File: config.mk
export PLATFORM = sky130hd
export DESIGN_NAME = pf_word_packer
export DESIGN_NICKNAME = d
export VERILOG_FILES = /design/src/rtl/pf_word_packer.sv
export SDC_FILE = /design/constraint.sdc
export NUM_CORES = 1
export LEC_CHECK = 0
export CORE_MARGIN = 3
export CORE_UTILIZATION = 35
export DETAILED_ROUTE_END_ITERATION = 6
export GPL_TIMING_DRIVEN = 0
export PLACE_DENSITY = 0.58
export SYNTH_ARGS = -nofsm -noshare
export SYNTH_HDL_FRONTEND = slang
export SYNTH_SLANG_ARGS = --single-unit
File: constraint.sdc
create_clock -name CLK -period 4.2 [get_ports CLK]
set_input_delay 0.63 -clock CLK [delete_from_list [all_inputs] [get_ports CLK]]
set_output_delay 0.63 -clock CLK [all_outputs]
set_load 0.1 [all_outputs]
File: src/rtl/pf_word_packer.sv
// Packs the 16-bit write stream into 48-bit FIFO entries: three words per entry in ECC mode, one word per entry otherwise.
// Define PF_DROP_CNT_EN to add the saturating DROP_CNT output that counts entries dropped on FF_FULL.
module pf_word_packer #(
  parameter logic [15:0] PAD_WORD = 16'h0000
) (
  input  logic        CLK,
  input  logic        RST,
  input  logic [15:0] DIN,
  input  logic        DIN_VLD,
  input  logic        ECC,
  input  logic        FLUSH,
  input  logic        FF_FULL,
  output logic [47:0] FFWRD,
  output logic        WR_EN,
  output logic [1:0]  WCNT,
`ifdef PF_DROP_CNT_EN
  output logic [7:0]  DROP_CNT,
`endif
  output logic        OVFL
);

  // state  | meaning
  // WRD_0  | empty; ECC sampled here, non-ECC words pass straight through
  // WRD_1  | word0 held in hold[15:0]
  // WRD_2  | word0/word1 held in hold[31:0]
  localparam logic [1:0] WRD_0 = 2'd0;
  localparam logic [1:0] WRD_1 = 2'd1;
  localparam logic [1:0] WRD_2 = 2'd2;

  logic [1:0]  state;
  logic [1:0]  state_nxt;
  logic [31:0] hold;
  logic [31:0] hold_nxt;
  logic        commit;
  logic [47:0] entry;

  always_comb begin
    state_nxt = state;
    hold_nxt  = hold;
    commit    = 1'b0;
    entry     = 48'h0;
    case (state)
      WRD_0: begin
        if (DIN_VLD) begin
          if (!ECC) begin
            commit = 1'b1;
            entry  = {32'h0, DIN};
          end else if (FLUSH) begin
            commit = 1'b1;
            entry  = {PAD_WORD, PAD_WORD, DIN};
          end else begin
            hold_nxt[15:0] = DIN;
            state_nxt      = WRD_1;
          end
        end
      end
      WRD_1: begin
        if (DIN_VLD && FLUSH) begin
          commit    = 1'b1;
          entry     = {PAD_WORD, DIN, hold[15:0]};
          state_nxt = WRD_0;
        end else if (DIN_VLD) begin
          hold_nxt[31:16] = DIN;
          state_nxt       = WRD_2;
        end else if (FLUSH) begin
          commit    = 1'b1;
          entry     = {PAD_WORD, PAD_WORD, hold[15:0]};
          state_nxt = WRD_0;
        end
      end
      WRD_2: begin
        // a completing word always wins over FLUSH, so only one entry goes out
        if (DIN_VLD) begin
          commit    = 1'b1;
          entry     = {DIN, hold};
          state_nxt = WRD_0;
        end else if (FLUSH) begin
          commit    = 1'b1;
          entry     = {PAD_WORD, hold};
          state_nxt = WRD_0;
        end
      end
      default: begin
        state_nxt = WRD_0;
      end
    endcase
  end

  always_ff @(posedge CLK) begin
    if (RST) begin
      state <= WRD_0;
      hold  <= 32'h0;
      FFWRD <= 48'h0;
      WR_EN <= 1'b0;
      OVFL  <= 1'b0;
    end else begin
      state <= state_nxt;
      hold  <= hold_nxt;
      WR_EN <= commit && !FF_FULL;
      if (commit && !FF_FULL) begin
        FFWRD <= entry;
      end
      if (commit && FF_FULL) begin
        OVFL <= 1'b1;
      end
    end
  end

`ifdef PF_DROP_CNT_EN
  always_ff @(posedge CLK) begin
    if (RST) begin
      DROP_CNT <= 8'h00;
    end else if (commit && FF_FULL && (DROP_CNT != 8'hFF)) begin
      DROP_CNT <= DROP_CNT + 8'h01;
    end
  end
`endif

  assign WCNT = state;

endmodule

# Word level (Yosys, flattened, before mapping)
# Cells that the tools add are included.
# totals
ff_bits,84
word_cells,45
# classes
eq_ne,5
bitwise,2
mux,24
reduce_logical,8
# op_table
operator,count
48-bit case mux with 3 select lines,1
16-bit two-way mux,5
32-bit two-way mux,2
48-bit two-way mux,1
2-bit two-way mux,7
1-bit two-way mux,6
2-bit inequality test (second input constant),3
2-bit case mux with 3 select lines,1
3-bit AND reduction,2
4-bit AND reduction,1
1-bit logical AND,3
1-bit case mux with 3 select lines,1
2-bit by 1-bit == test with 1-bit output (second input constant),1
2-bit == test (second input constant),1
2-bit logical NOT,1
1-bit inverter,2
1-bit logical NOT,1

# Logic depth before layout (Yosys ltp)
# Gate-level depths: netlist of the first run.
# logic_depth
word_depth,5
mapped_depth,7

# Worst setup path before layout of the first run
# OpenSTA, ideal clock, no wires.
# synth_timing
path_kind,reg-to-reg
start,register state[0] (netlist: WCNT[0])
end,register FFWRD[0]
slack_ns,1.915
stages_incl_launch_ff,7
arrival_time_ns,2.199
synth_period_minus_slack_ns,2.285
path_buffers,2
path_cell_list,dfxtp_1 buf_2 nor2_1 o21bai_1 clkbuf_1 a21oi_1 a211oi_1
# synth_between
elab_chain_cells,3
# synth_rtl
element,line,text
from (decl),30,logic [1:0] state;
from (signal assigned),97,state <= state_nxt;
"2-bit == test, or another cell as far along",42,case (state)
1-bit case mux with 3 select lines,42,
1-bit logical AND,100,if (commit && !FF_FULL) begin
to (signal assigned),101,FFWRD <= entry;
to (decl),13,"output logic [47:0] FFWRD,"
# Parallel ways exist; a longest one is shown, timed or not.
# A chain may end at the register's enable or synchronous reset.

# Worst setup path in the final report of the first run
# layout_timing
start,register FFWRD[28]
end,output FFWRD[28]
# No word-level cell between the ends.

==> key figures, run 1 <==
Outcome
  – Status: completed

Yosys
  – Netlist Area Pre-Place: 3360 sq um
  – Main combinational cell family by area after synthesis: compound AO/OA/AOI/OAI gates
  – Synth async-reset ratio: 0%
  – Yosys reg bits: 84
  – Synthesized area per cell: 8.99 sq um
  – Most used DFF post-synth: dfxtp_1
  – Post-Synth Simple-Gate Area: 11.9%
  – Mux contribution to synthesized area: 4.76%
  – Synth Net Count: 396
  – Warning count from the yosys run: 0
  – Synth unique cells: 28
  – Share of the synthesized area in the top cell type: 50.0%
  – Largest cells by area after synthesis: dfxtp_1 (50%), a21oi_1 (10%), a211oi_1 (7.1%), a22oi_1 (7.1%), mux2i_1 (4.8%)
  – Adder-Cell Fraction of Synth Area: 0%
  – Area leader, netlist: dfxtp_1
  – Xor-xnor portion of the synthesized cell area: 0%
  – Mapped Cells: 374
  – Synth Area in Compound Gates: 28.3%
  – Number of flops mapped to enable cells by yosys: 0
  – Sequential element share of the synthesized area: 50.0%

STA
  – Worst relative slew slack: 33.9%
  – Final Critical Period: 2.49 ns
  – Worst slew pin tran: 0.989 ns
  – Setup TNS: 0 ns
  – RSZ-0062 raised after global routing: false
  – Final Hold Viols: 0
  – Setup Skew: 0.00778 ns
  – Fmax achieved: 0.401 GHz
  – Period Utilization, post-route: 59.4%
  – Final setup vio count: 0
  – Final Max Slew Viols: 0

CTS
  – # hold bufs at CTS: 0
  – Worst skew pair latency: 0.35 ns
  – Clk sinks: 84
  – CTS tree: built
  – CTS Buffer Depth: 2
  – H-tree level count: 3
  – Clock-pin slew on the worst setup and hold paths: 0.08 ns
  – PostCTS Resize Cnt: 0
  – Root Buffer: clkbuf_8
  – Post CTS Setup Buffer Count: 0
  – CTS Buf Count: 9

Critical path
  – Setup slack, reg-to-reg: 2.24 ns
  – RR Startpoint: WCNT[1]
  – Max incr delay on CP: 1.15 ns
  – Crit Path Class: flop to output pin
  – Critical Path Sink Type: output pin
  – Family with the most delay on the worst path: buffers and inverters
  – R2R depth: 6
  – CP required: 3.57 ns
  – Slowest CP cell: clkdlybuf4s50_1
  – Critical path launch point type: flop
  – Worst path bufs/invs: 1
  – Crit path max fanout: 2
  – CP arrival: 1.86 ns
  – Critical path, cell by cell: clkdlybuf4s50_1
  – R2r endpoint: FFWRD[27]

Floorplan
  – DIE WIDTH: 104 um
  – FP Rows: 35
  – IO Pins: 74
  – Initial Util: 36.2%
  – Core area: 9280 sq um
  – Total die area: 10800 sq um
  – Die height: 104 um

Global routing
  – Largest net degree at the start of global routing: 15
  – Gr ovfl total: 0
  – Gr usage total: 18.9%
  – Vias in the first global route: 3129
  – Global-route wire length before repair: 16500 um
  – Initial antenna violation count: 0

Detailed routing
  – Vias: 3114
  – Drt total wl: 10100 um
  – Routed len/inst: 17.1 um
  – ANT nets after route: 0
  – DR iter-0 viols: 181
  – Drt pass-1 iters: 4
  – Residual DRC count: 0
  – Via density: 5.27

Flow run
  – Max-cap check violation count: 0

Hold path
  – Hold path startpoint: hold[19]
  – Worst Hold End: hold[19]
  – Hold path depth: 2
  – Hold crit path type: flop to flop

Layout
  – N_diodes: 0
  – Layout area overhead: 33.3%
  – Most frequent cells in the layout: dfxtp_1 (84), clkdlybuf4s50_1 (72), a21oi_1 (67)
  – Final #Nets: 479
  – Commonest non-fill, non-tap cell in the layout: dfxtp_1
  – Fin util: 48.3%
  – Fraction of layout cells with a size suffix above 1: 8.44%

Power
  – Tot Pwr: 1.90 mW
  – Pleak: 1.55 nW
  – Pwr dens: 424 nW/um^2
  – Peak supply drop: 0.183 mV

Placement
  – Dpl hpwl: 7310 um
  – Final RePlAce weighted congestion: 0.791
  – Port Buffer Count: 72
## registers in the layout, summed over array words and instances, names as in the netlist
register  count
OVFL          1
WR_EN         1
hold         32
WCNT          2
FFWRD        48
## cells in the mapped netlist, types with 2 or more instances
cell,n
mux2i_1,16
a21oi_1,67
o21ai_0,16
clkbuf_1,15
buf_2,14
nor2_1,24
nand2b_1,2
buf_1,2
dfxtp_1,84
buf_4,4
nand2_1,33
a211oi_1,32
a22oi_1,32
nor3_1,3
nand4_1,16
nor2b_1,2
## layer usage
metal | wire length (um) | vias to the layer above | GRT usage (%)
met5 | 0 | - | 0
met4 | 195 | 0 | 7.79
met3 | 566 | 17 | 3.23
met2 | 4610 | 90 | 29.9
met1 | 4740 | 1461 | 25.5
li1 | - | 1546 | -
## worst min-delay path, stage by stage, from the launching register on
cell and delay [ns]:
dfxtp_1 0.31, nand2_1 0.05, a21oi_1 0.05
## kinds of logic (layout without fill, tap and decap cells)
family / Yosys count / in the layout
and+or+nand+nor: 85 / 85
muxes: 16 / 16
buffers and inverters: 36 / 124
AOI/OAI and AO/OA: 153 / 153
DFF: 84 / 84
## power by group
group          switching [mW]  internal, mW  total, mW
logic                   0.267        0.0943      0.361
clock network           0.304         0.397      0.701
registers              0.0159         0.824      0.840
## cell type report
class,instances,area (sq um)
plain buffers,35,164
clock buffers,10,128
clock inverters,6,111
fillers,938,4800
inverters,1,3.75
multi-input cells,254,1510
flip-flops and latches,84,1680
well taps,129,161
repair buffers,72,721
## worst max-delay path by stage
stage	startpoint	end	cells past startpoint
after floorplan	WCNT[0]	FFWRD[0]	6
after global placement	FLUSH	FFWRD[1]	6
after detailed placement	FLUSH	FFWRD[1]	6
after CTS	FFWRD[26]	FFWRD[26]	1
after global routing	FFWRD[26]	FFWRD[26]	1
final	FFWRD[28]	FFWRD[28]	1
## metrics by stage
step	hold WS [ns]	std cells	area, sq um	setup slack (ns)
floorplan	0.437	374	3360	1.92
global placement	0.442	575	4250	1.50
detailed placement	0.447	575	4250	1.47
CTS	0.458	591	4480	1.67
global route	0.485	591	4480	1.64
finish	0.457	591	4480	1.71
Power figures use the tool's default switching activity.
==> inputs of run 2 (changes only) <==
clock period = 2.5 ns   (was 4.2 ns; I/O delays follow)
==> results of run 2 <==
Same layout as run 1 (identical final DEF). Status: completed.
Main changes from that run: setup slack after placement 1.47 ns -> 0.0245 ns; setup slack after layout 1.71 ns -> 0.262 ns; hold slack 0.457 ns -> 0.455 ns; register-to-register setup slack 2.24 ns -> 0.54 ns; end point of the worst hold path hold[19] -> FFWRD[14]; total power 1.90 mW -> 3.19 mW; worst IR drop on VDD 0.183 mV -> 0.307 mV
==> inputs of run 3 (changes only) <==
GPL_ROUTABILITY_DRIVEN = 0   (was default)
==> results of run 3 <==
Same layout as run 1 (identical final DEF). Status: completed.
Main changes from that run: setup slack after placement 1.47 ns -> 0.0245 ns; setup slack after layout 1.71 ns -> 0.262 ns; hold slack 0.457 ns -> 0.455 ns; register-to-register setup slack 2.24 ns -> 0.54 ns; end point of the worst hold path hold[19] -> FFWRD[14]; total power 1.90 mW -> 3.19 mW; worst IR drop on VDD 0.183 mV -> 0.307 mV
